--- config.mk ---
export PLATFORM = sky130hd
export DESIGN_NAME = pipe_stall_ctrl_flat
export DESIGN_NICKNAME = d
export VERILOG_FILES = /design/src/rtl/pipe_stall_ctrl_if.sv /design/src/rtl/pipe_stall_ctrl.sv /design/src/flat_wrapper.sv
export SDC_FILE = /design/constraint.sdc
export NUM_CORES = 1
export LEC_CHECK = 0
export BUFFER_PORTS_ARGS = -buffer_cell sky130_fd_sc_hd__buf_2
export CORE_UTILIZATION = 58
export CTS_BUF_LIST = sky130_fd_sc_hd__clkbuf_8
export DETAILED_ROUTE_END_ITERATION = 8
export GPL_TIMING_DRIVEN = 0
export MAX_ROUTING_LAYER = met4
export PLACE_DENSITY = 0.87
export REMOVE_ABC_BUFFERS = 1
export SETUP_SLACK_MARGIN = 0.1
export SKIP_LAST_GASP = 1
export SLEW_MARGIN = 20
export SYNTH_ARGS = -nofsm -noshare
export SYNTH_HDL_FRONTEND = slang
export SYNTH_SLANG_ARGS = --single-unit
--- constraint.sdc ---
create_clock -name clk -period 2.8 [get_ports clk]
set_input_delay 0.42 -clock clk [delete_from_list [all_inputs] [get_ports clk]]
set_output_delay 0.42 -clock clk [all_outputs]
set_load 0.1 [all_outputs]
--- src/rtl/pipe_stall_ctrl_if.sv ---
// Request/response bundle between the pipeline stages and the stall controller.
// The master drives the hazard and flush requests; the slave returns the stall and flush controls.
interface pipe_stall_ctrl_if #(
    parameter int LEN_W = 6
);
    logic             stallreq_id_i;
    logic             ex_multi_req_i;
    logic [LEN_W-1:0] ex_multi_len_i;
    logic             flush_req_i;
    logic [5:0]       stall_o;
    logic             flush_o;
    logic             ex_busy_o;
    logic             multi_done_o;

    modport master (
        output stallreq_id_i, ex_multi_req_i, ex_multi_len_i, flush_req_i,
        input  stall_o, flush_o, ex_busy_o, multi_done_o
    );

    modport slave (
        input  stallreq_id_i, ex_multi_req_i, ex_multi_len_i, flush_req_i,
        output stall_o, flush_o, ex_busy_o, multi_done_o
    );
endinterface

--- src/rtl/pipe_stall_ctrl.sv ---
// Pipeline sequencing controller: turns load-use, multi-cycle EX and flush requests
// into a per-stage stall vector and a flush strobe for the five-stage core.
module pipe_stall_ctrl #(
    parameter int LEN_W = 6
) (
    input  logic              clk,
    input  logic              rst,
    pipe_stall_ctrl_if.slave  bus
);

    typedef enum logic [1:0] {
        RUN   = 2'd0,
        MULTI = 2'd1,
        FLUSH = 2'd2
    } state_t;

    localparam logic [5:0] STALL_NONE  = 6'b000000;
    localparam logic [5:0] STALL_FRONT = 6'b000111;
    localparam logic [5:0] STALL_EX    = 6'b001111;

    state_t           r_state;
    logic [LEN_W-1:0] r_cnt;

    state_t           w_nextState;
    logic [LEN_W-1:0] w_nextCnt;
    logic [5:0]       w_stall;
    logic             w_flush;
    logic             w_done;

    always_ff @(posedge clk) begin
        if (rst) begin
            r_state <= RUN;
            r_cnt   <= '0;
        end else begin
            r_state <= w_nextState;
            r_cnt   <= w_nextCnt;
        end
    end

    // Outputs are forced low during reset; the register block restores RUN on the same edge.
    always_comb begin
        w_nextState = r_state;
        w_nextCnt   = r_cnt;
        w_stall     = STALL_NONE;
        w_flush     = 1'b0;
        w_done      = 1'b0;

        if (rst) begin
            w_nextState = RUN;
            w_nextCnt   = '0;
        end else if (bus.flush_req_i) begin
            w_flush     = 1'b1;
            w_nextCnt   = '0;
            w_nextState = FLUSH;
        end else begin
            unique case (r_state)
                RUN: begin
                    if (bus.ex_multi_req_i && (bus.ex_multi_len_i > LEN_W'(1))) begin
                        w_stall     = STALL_EX;
                        w_nextCnt   = bus.ex_multi_len_i - LEN_W'(1);
                        w_nextState = MULTI;
                    end else if (bus.stallreq_id_i) begin
                        w_stall = STALL_FRONT;
                    end
                end
                MULTI: begin
                    // cnt counts the EX cycles still to come, including the current one.
                    if (r_cnt > LEN_W'(1)) begin
                        w_stall   = STALL_EX;
                        w_nextCnt = r_cnt - LEN_W'(1);
                    end else begin
                        w_done      = 1'b1;
                        w_nextCnt   = '0;
                        w_nextState = RUN;
                    end
                end
                FLUSH: begin
                    w_nextState = RUN;
                end
                default: begin
                    w_nextState = RUN;
                    w_nextCnt   = '0;
                end
            endcase
        end
    end

    assign bus.stall_o      = w_stall;
    assign bus.flush_o      = w_flush;
    assign bus.multi_done_o = w_done;
    assign bus.ex_busy_o    = (r_state == MULTI) && !rst;

endmodule
--- src/flat_wrapper.sv ---
// flat-port wrapper written by rule: the top's interface ports become plain ports
module pipe_stall_ctrl_flat 
#(
    parameter int LEN_W = 6
)
  (clk, rst, bus_stallreq_id_i, bus_ex_multi_req_i, bus_ex_multi_len_i, bus_flush_req_i, bus_stall_o, bus_flush_o, bus_ex_busy_o, bus_multi_done_o);
  pipe_stall_ctrl_if #(.LEN_W(LEN_W)) bus_i ();
  input  logic clk;
  input  logic rst;
  input wire logic [$bits(bus_i.stallreq_id_i)-1:0] bus_stallreq_id_i;
  input wire logic [$bits(bus_i.ex_multi_req_i)-1:0] bus_ex_multi_req_i;
  input wire logic [$bits(bus_i.ex_multi_len_i)-1:0] bus_ex_multi_len_i;
  input wire logic [$bits(bus_i.flush_req_i)-1:0] bus_flush_req_i;
  output wire logic [$bits(bus_i.stall_o)-1:0] bus_stall_o;
  output wire logic [$bits(bus_i.flush_o)-1:0] bus_flush_o;
  output wire logic [$bits(bus_i.ex_busy_o)-1:0] bus_ex_busy_o;
  output wire logic [$bits(bus_i.multi_done_o)-1:0] bus_multi_done_o;
  assign bus_i.stallreq_id_i = bus_stallreq_id_i;
  assign bus_i.ex_multi_req_i = bus_ex_multi_req_i;
  assign bus_i.ex_multi_len_i = bus_ex_multi_len_i;
  assign bus_i.flush_req_i = bus_flush_req_i;
  assign bus_stall_o = bus_i.stall_o;
  assign bus_flush_o = bus_i.flush_o;
  assign bus_ex_busy_o = bus_i.ex_busy_o;
  assign bus_multi_done_o = bus_i.multi_done_o;
  pipe_stall_ctrl #(.LEN_W(LEN_W)) u_core (.clk(clk), .rst(rst), .bus(bus_i));
endmodule
* After elaboration in Yosys (flattened, before gate mapping)
Cells that the tools add are included.
** Cells by class
- Add/subtract/negate cells :: 2
- Magnitude comparators :: 2
- Equal/unequal tests :: 6
- Multiplexer cells :: 19
- Bitwise gates (word level) :: 1
- Reduce and logical (&&, ||, !) cells :: 8
** Operator list (count)
- $mux W6 :: 5
- $pmux W6 S3 :: 1
- $gt A6 B1 Y1 const B :: 2
- $pmux W6 S2 :: 1
- $sub A6 B1 Y6 const B :: 2
- $mux W1 :: 6
- $mux W2 :: 3
- $reduce_and A2 Y1 :: 3
- $mux W4 :: 1
- $pmux W2 S2 :: 1
- $mux W3 :: 1
- $ne A3 B2 Y1 const B :: 1
- $ne A3 B3 Y1 const B :: 1
- $eq A2 B1 Y1 const B :: 1
- $eq A2 B2 Y1 const B :: 1
- $logic_and A1 B1 Y1 :: 2
- $logic_not A2 Y1 :: 1
- $ne A2 B1 Y1 const B :: 1
- $ne A2 B2 Y1 const B :: 1
- $reduce_or A2 Y1 :: 1
- $logic_not A1 Y1 :: 1
- $not A1 Y1 :: 1
** Storage, ports and cells
- Flip-flop bits (word level) :: 8
- Bits of input ports :: 11
- Output and inout bits :: 9

* Logic depth before layout (Yosys ltp)
Gate-level depths: netlist of the first run.
- Depth in word-level cells :: 6
- Gate-level depth with buffers :: 7
- Depth with buffers taken out :: 6

* Worst setup path before layout of the first run
Ideal clock, no wire load.
- Path kind :: input to output
- From :: input bus_ex_multi_len_i[0]
- To :: output bus_stall_o[1]
- Data arrival time :: 4.055 ns
- Path slack :: -1.675 ns
- Cell stages on the path :: 7
- Buffers on the path :: 1
- Cell sequence :: inv_1 -> ha_1 -> nor2_4 -> o31a_1 -> nor3_1 -> a211oi_1 -> buf_4
** On the way
- Cells in the longest elaborated chain, start to end :: 6
** RTL lines
- from (decl) :: line flat_wrapper.sv:12 : input wire logic [$bits(bus_i.ex_multi_len_i)-1:0] bus_ex_multi_len_i;
- $gt A6 B1 Y1 :: line pipe_stall_ctrl.sv:58 : if (bus.ex_multi_req_i && (bus.ex_multi_len_i > LEN_W'(1))) begin
- $logic_and A1 B1 Y1 :: line pipe_stall_ctrl.sv:58
- $mux W6 :: line pipe_stall_ctrl.sv:58
- $pmux W6 S2 :: line pipe_stall_ctrl.sv:56 : unique case (r_state)
- $mux W6 :: line pipe_stall_ctrl.sv:51 : end else if (bus.flush_req_i) begin
- $mux W6 :: line pipe_stall_ctrl.sv:48 : if (rst) begin
- to (decl) :: line flat_wrapper.sv:14 : output wire logic [$bits(bus_i.stall_o)-1:0] bus_stall_o;
No other way between the ends.

* Worst setup path after layout of the first run
- From :: input bus_ex_multi_len_i[0]
- To :: output bus_stall_o[0]
The elaborated chain is that of the path after synthesis.

==> results.toml, run 1 <==
[setup_path]
path_cells = "buf_2 -> inv_1 -> ha_1 -> nor2_4 -> o31a_1 -> nor3_1 -> a211oi_2 -> buf_4"
cp.arrival_ns = 2.12
worst_path_max_delay_cell = "o31a_1"
reg2reg_slack_ns = 0.97
worstPathRequired_ns = 2.38
r2r_start = "u_core.r_cnt[2]$_SDFFE_PP0P_"
rr_endpoint = "u_core.r_cnt[3]$_SDFFE_PP0P_"
ff2ff_path_depth = 4
critical_path_class = "input port to output port"
setup.worst_path.end_class = "output port"
startpoint_type = "input port"
critPathMaxFanout = 8
max_stage_delay_ns = 0.35

[die]
die_w_um = 38.2
row_count = 12
ios = 20
die_area_mm2 = 0.00146
initial_core_util = 0.658
die_h_um = 38.2
core_mm2 = 0.00116

[logic_synthesis]
synth-seq-area-share = 0.211
ys_warn_count = 0
synthArstFlopShare = 0
ys.flop_type = "dfxtp_1"
ys_ff_latch = 8
syn_area_um2 = 761
synth_cell_types = 37
synth-edff-count = 0
syn_area_per_cell_um2 = 8.45
synthCells = 90

[route]
drc = 0
firstDrtPassIters = 4
wirelength_mm = 1.98
antenna_left = 0
vias = 809
routedWlPerCell_um = 16.9
viasPerCell = 6.91
first_iter_violations = 52

[grt]
grt_antenna_before_repair = 0
track_usage = 0.342
grt_pass1_wl_mm = 3.31
grt_pass1_vias = 756
grt_overflow = 0
grt_max_degree = 24

[placement]
portBuffers = 17
dp_slack_ns = 0.125
placed_area_um2 = 818
gp_congestion = 0.783
dp_hpwl_mm = 1.35

[timing]
setup_slack_ns = 0.260
worst_pin_slew_ns = 0.832
max_slew_margin = 0.445
hold_viol = 0
drv_slew = 0
fin_skew_ns = 0.00420
fin_crit_sh = 0.907
finalSetupViolations = 0
rsz0062_at_grt = "no"
finalCriticalPeriod_ns = 2.54
clock.fmax_mhz = 394

[clocking]
cts_hold_buffers = 0
clk_pin_slew_worst_paths_ns = 0.04
cts_buffers = 3
clock_latency_ns = 0.23
h-tree-depth = 1
cts_buffer_depth = 2
cts_tree = "done"
postCtsSetupRepairBufs = 0
cts.sinks = 8
clock-root-buffer = "clkbuf_8"

[hold_path]
whs_endpoint = "u_core.r_cnt[1]$_SDFFE_PP0P_"
hp-class = "input port to flop"
holdPathStages = 2
hold_path.startpoint = "bus_flush_req_i"

[run_status]
status = "complete, no violations"

[layout]
drive_gt1_frac = 0.252
seq_area_um2 = 160
nets = 120
diodes = 0
fin_area_um2 = 878
fillers = 88
multiInputGateArea_um2 = 534
area_growth_pct = 15.5

[pwr]
ir_worst_vdd_v = 0.000298
p_leak_nw = 0.401
power_density_mw_per_mm2 = 453

[run]
max-cap-violations = 0
==> worst max-delay path: cells and delay by family <==
family,cells,cell delay (ns)
AOI/OAI and AO/OA,2,0.66
and+or+nand+nor,2,0.23
buffers and inverters,3,0.55
adders and majority gates,1,0.26
==> where the power goes <==
part / leakage [nW] / switching, mW / internal, mW / total (mW)
registers: 0.0653 / 0.0102 / 0.119 / 0.129
logic: 0.315 / 0.0882 / 0.0384 / 0.127
clock network: 0.0216 / 0.0490 / 0.0935 / 0.142
total: 0.401 / 0.147 / 0.251 / 0.398
==> synthesized netlist by cell type, drive strengths merged (2+ instances only) <==
cell | number | area share
o311a | 3 | 0.039
o21ai | 2 | 0.013
inv | 7 | 0.035
mux2i | 2 | 0.026
nor2 | 10 | 0.069
dfxtp | 8 | 0.21
o31ai | 4 | 0.039
a211o | 2 | 0.023
nand2 | 2 | 0.0099
a21oi | 2 | 0.013
nand3b | 2 | 0.020
ha | 4 | 0.066
a211oi | 3 | 0.030
o2bb2ai | 2 | 0.023
buf | 7 | 0.059
nor3b | 3 | 0.030
or3 | 4 | 0.039
o221ai | 3 | 0.035
nor4 | 2 | 0.016
nor3 | 3 | 0.020
nor2b | 2 | 0.016
o31a | 2 | 0.023
==> layer usage <==
layer | GRT usage | part of all wire | vias to the layer above
li1 | - | - | 367
met1 | 0.380 | 0.41 | 394
met2 | 0.517 | 0.51 | 46
met3 | 0.116 | 0.075 | 2
met4 | 0.223 | 0.0046 | 0
met5 | - | 0 | -
==> state kept, by name, indices dropped and copies added (netlist names) <==
name            flops
u_core.r_cnt        6
u_core.r_state      2
==> cells in the final DEF (no fill, tap or decap), types with 2 or more instances in the layout <==
cell type,count
or3_1,3
o31a_1,2
conb_1,2
buf_2,14
dfxtp_1,8
nor3_1,3
buf_4,2
a211oi_1,2
nor2b_1,2
nor2_1,8
clkbuf_8,4
o2bb2ai_1,2
o311a_1,3
o31ai_1,4
a21oi_1,2
mux2i_1,2
inv_1,7
o221ai_1,3
nand3b_1,2
nand2_1,2
ha_1,4
nor3b_1,3
nor4_1,2
nor2_4,2
a211o_1,2
==> stage by stage <==
stage                util  power, mW  setup TNS [ns]  hold WS, ns  cells
finish              0.760      0.398               0        0.469    117
CTS                 0.744      0.392               0        0.472    117
detailed placement  0.708      0.252               0        0.493    114
global placement    0.708      0.248               0        0.487    114
floorplan               -      0.221          -16.40        0.467     83
global route        0.760      0.413               0        0.482    117
==> logic make-up after synthesis <==
family,count (synthesis),synth area share
XOR/XNOR,2,0.0230
buffers and inverters,15,0.0987
multiplexers,2,0.0263
AO/OA/AOI/OAI,27,0.298
adder cells (fa/ha/maj),4,0.0658
other,1,0.00493
AND/OR/NAND/NOR,31,0.273
flip-flops,8,0.211
==> worst max path at each step <==
stage                                      from  slack (ns)  depth (start not counted)             end
after floorplan           bus_ex_multi_len_i[0]       -5.24                          6  bus_stall_o[0]
after global placement    bus_ex_multi_len_i[0]        0.20                          8  bus_stall_o[2]
after detailed placement  bus_ex_multi_len_i[0]        0.13                          8  bus_stall_o[1]
after CTS                 bus_ex_multi_len_i[0]        0.13                          8  bus_stall_o[1]
after global routing      bus_ex_multi_len_i[0]        0.14                          8  bus_stall_o[1]
final                     bus_ex_multi_len_i[0]        0.26                          8  bus_stall_o[0]
==> area by class of cell <==
type / instances / area share
Multi-Input combinational cell: 68 / 0.608
Sequential cell: 8 / 0.182
Timing Repair Buffer: 17 / 0.113
Clock buffer: 3 / 0.0470
Inverter: 7 / 0.0299
Tap cell: 14 / 0.0199
==> what timing repair did <==
action | CTS | global route
endpoints found under the setup margin | 0 | 3
hold endpoints to repair | 0 | 0
resized for setup | 0 | 8
(Power assumes the default switching activity.)
==> run 2: changes to the inputs <==
--- a/config.mk
+++ b/config.mk
@@ -7,10 +7,10 @@
 export LEC_CHECK = 0
 export BUFFER_PORTS_ARGS = -buffer_cell sky130_fd_sc_hd__buf_2
-export CORE_UTILIZATION = 58
-export CTS_BUF_LIST = sky130_fd_sc_hd__clkbuf_8
+export CORE_UTILIZATION = 55
+export CTS_BUF_LIST = sky130_fd_sc_hd__clkbuf_16
 export DETAILED_ROUTE_END_ITERATION = 8
 export GPL_TIMING_DRIVEN = 0
 export MAX_ROUTING_LAYER = met4
-export PLACE_DENSITY = 0.87
+export PLACE_DENSITY = 0.83
 export REMOVE_ABC_BUFFERS = 1
 export SETUP_SLACK_MARGIN = 0.1
==> constraint.sdc (replaced) <==
create_clock -name clk -period 2.8 [get_ports clk]
set_input_delay 0.84 -clock clk [delete_from_list [all_inputs] [get_ports clk]]
set_output_delay 0.84 -clock clk [all_outputs]
set_load 0.1 [all_outputs]
==> results.toml, run 2 (synthesis gave the netlist of run 1 again) <==
[run_status]
status = "complete, but fails checks"
violations = "negative setup slack"

[layout]
nets = 128
fin_cells = 126
largest_reg_flops = 6
fillers = 84
diodes = 0
drive_gt1_frac = 0.414
final_cell_mix = "10 x buf_2, 8 x buf_4, 7 x dfxtp_1, 6 x inv_1, 6 x nor2_1"
final_common_cell = "buf_2"
area_growth_pct = 44.6
reg_top3 = "u_core.r_cnt (6), u_core.r_state (2)"
top_register = "u_core.r_cnt"
fin_area_mm2 = 0.00110
fin_util = 0.845

[die]
ios = 20
die_w_um = 39.2
core_mm2 = 0.00130
initial_core_util = 0.585
row_count = 13
die_area_mm2 = 0.00154
die_h_um = 39.2

[grt]
grt_pass1_vias = 694
grt_overflow = 0
grt_pass1_wl_mm = 3.08
grt_max_degree = 24
grt_antenna_before_repair = 0
track_usage = 0.315

[timing]
finalHoldWorstSlack_ns = 0.515
rsz0062_at_grt = "yes"
setup_tns_ns = -1.08
drv_slew = 0
hold_viol = 0
clock.fmax_mhz = 326
finalSetupViolations = 4
finalCriticalPeriod_ns = 3.07
fin_skew_ns = 0.00528
setup_slack_ns = -0.270
fin_crit_sh = 1.10

[setup_path]
worst_path_max_delay_cell = "or3_4"
path_delay_family = "simple AND/OR/NAND/NOR gates"
worst-path-buf-inv = 3
critical_path_class = "input port to output port"
cp.arrival_ns = 2.23
setup.worst_path.end_class = "output port"
worstPathRequired_ns = 1.96
path_cells = "buf_6 -> or3_4 -> o31a_1 -> nor3_2 -> a211oi_2 -> buf_4 -> buf_12"
ff2ff_path_depth = 4
critPathMaxFanout = 4
path_depth = 7
max_stage_delay_ns = 0.38
startpoint_type = "input port"

[run]
max-cap-violations = 0

[clocking]
cts_buffer_depth = 2
clk_pin_slew_worst_paths_ns = 0.04
cts_tree = "done"
cts_buffers = 3
clock_latency_ns = 0.24
clock-root-buffer = "clkbuf_16"
h-tree-depth = 1
cts.sinks = 8

[placement]
placed_area_um2 = 820
dp_cells = 115
portBuffers = 17
gp_congestion = 0.803
dp_slack_ns = -0.693
dp_hpwl_mm = 1.20

[route]
antenna_left = 0
first_iter_violations = 22
wirelength_mm = 2.21
routedWlPerCell_um = 17.5
vias = 808
viasPerCell = 6.41
firstDrtPassIters = 5
drc = 0

[pwr]
ir_worst_vdd_v = 0.000482
power_density_mw_per_mm2 = 486
p_leak_nw = 0.470
power_mw = 0.535

[hold_path]
holdPathStages = 1
hp-class = "flop to flop"
## run 2: changes by cell type in the layout (fill, tap and decap cells not counted), sizes merged
cell,delta
buf,+9
clkbuf,-1
## run 2: area by class of cell
class | count | area (µm²) | area share
Sequential cell | 8 | 161 | 0.147
Tap cell | 15 | 18.8 | 0.0171
Timing Repair Buffer | 25 | 224 | 0.204
Clock buffer | 3 | 75.1 | 0.0683
Multi-Input combinational cell | 68 | 594 | 0.540
Inverter | 7 | 26.3 | 0.0239
## run 2: layer usage
| layer | part of all wire | global-route usage | routed length, µm | vias to the layer above |
|---|---|---|---|---|
| met5 | 0 | - | 0 | - |
| met4 | 0.015 | 0.0776 | 34 | 0 |
| met3 | 0.070 | 0.104 | 154 | 4 |
| met2 | 0.52 | 0.504 | 1150 | 37 |
| met1 | 0.39 | 0.379 | 867 | 386 |
| li1 | - | - | - | 381 |
## run 2: repair_timing
action	in CTS	in global routing
pin swaps	4	2
buffers inserted	6	2
endpoints found under the setup margin	5	6
hold buffers	0	0
gates resized for setup	26	10
## run 2: worst reg2reg max path, stage by stage, from the launching register on
cell     delay, ns
dfxtp_1       0.37
or3_4         0.46
o311a_1       0.35
o221a_1       0.20
a211o_1       0.26
## run 2: final timing paths
check | start | to | slack (ns)
hold reg to reg | u_core.r_cnt[4]$_SDFFE_PP0P_ | u_core.r_cnt[4]$_SDFFE_PP0P_ | 0.52
setup reg to reg | u_core.r_cnt[2]$_SDFFE_PP0P_ | u_core.r_cnt[3]$_SDFFE_PP0P_ | 1.05
hold / removal | u_core.r_cnt[4]$_SDFFE_PP0P_ | u_core.r_cnt[4]$_SDFFE_PP0P_ | 0.52
setup / recovery | bus_ex_multi_len_i[4] | bus_stall_o[0] | -0.27
## run 2: power by group
part	internal [mW]	switching, mW
combinational	0.0614	0.0979
clock	0.185	0.0608
sequential	0.119	0.0110
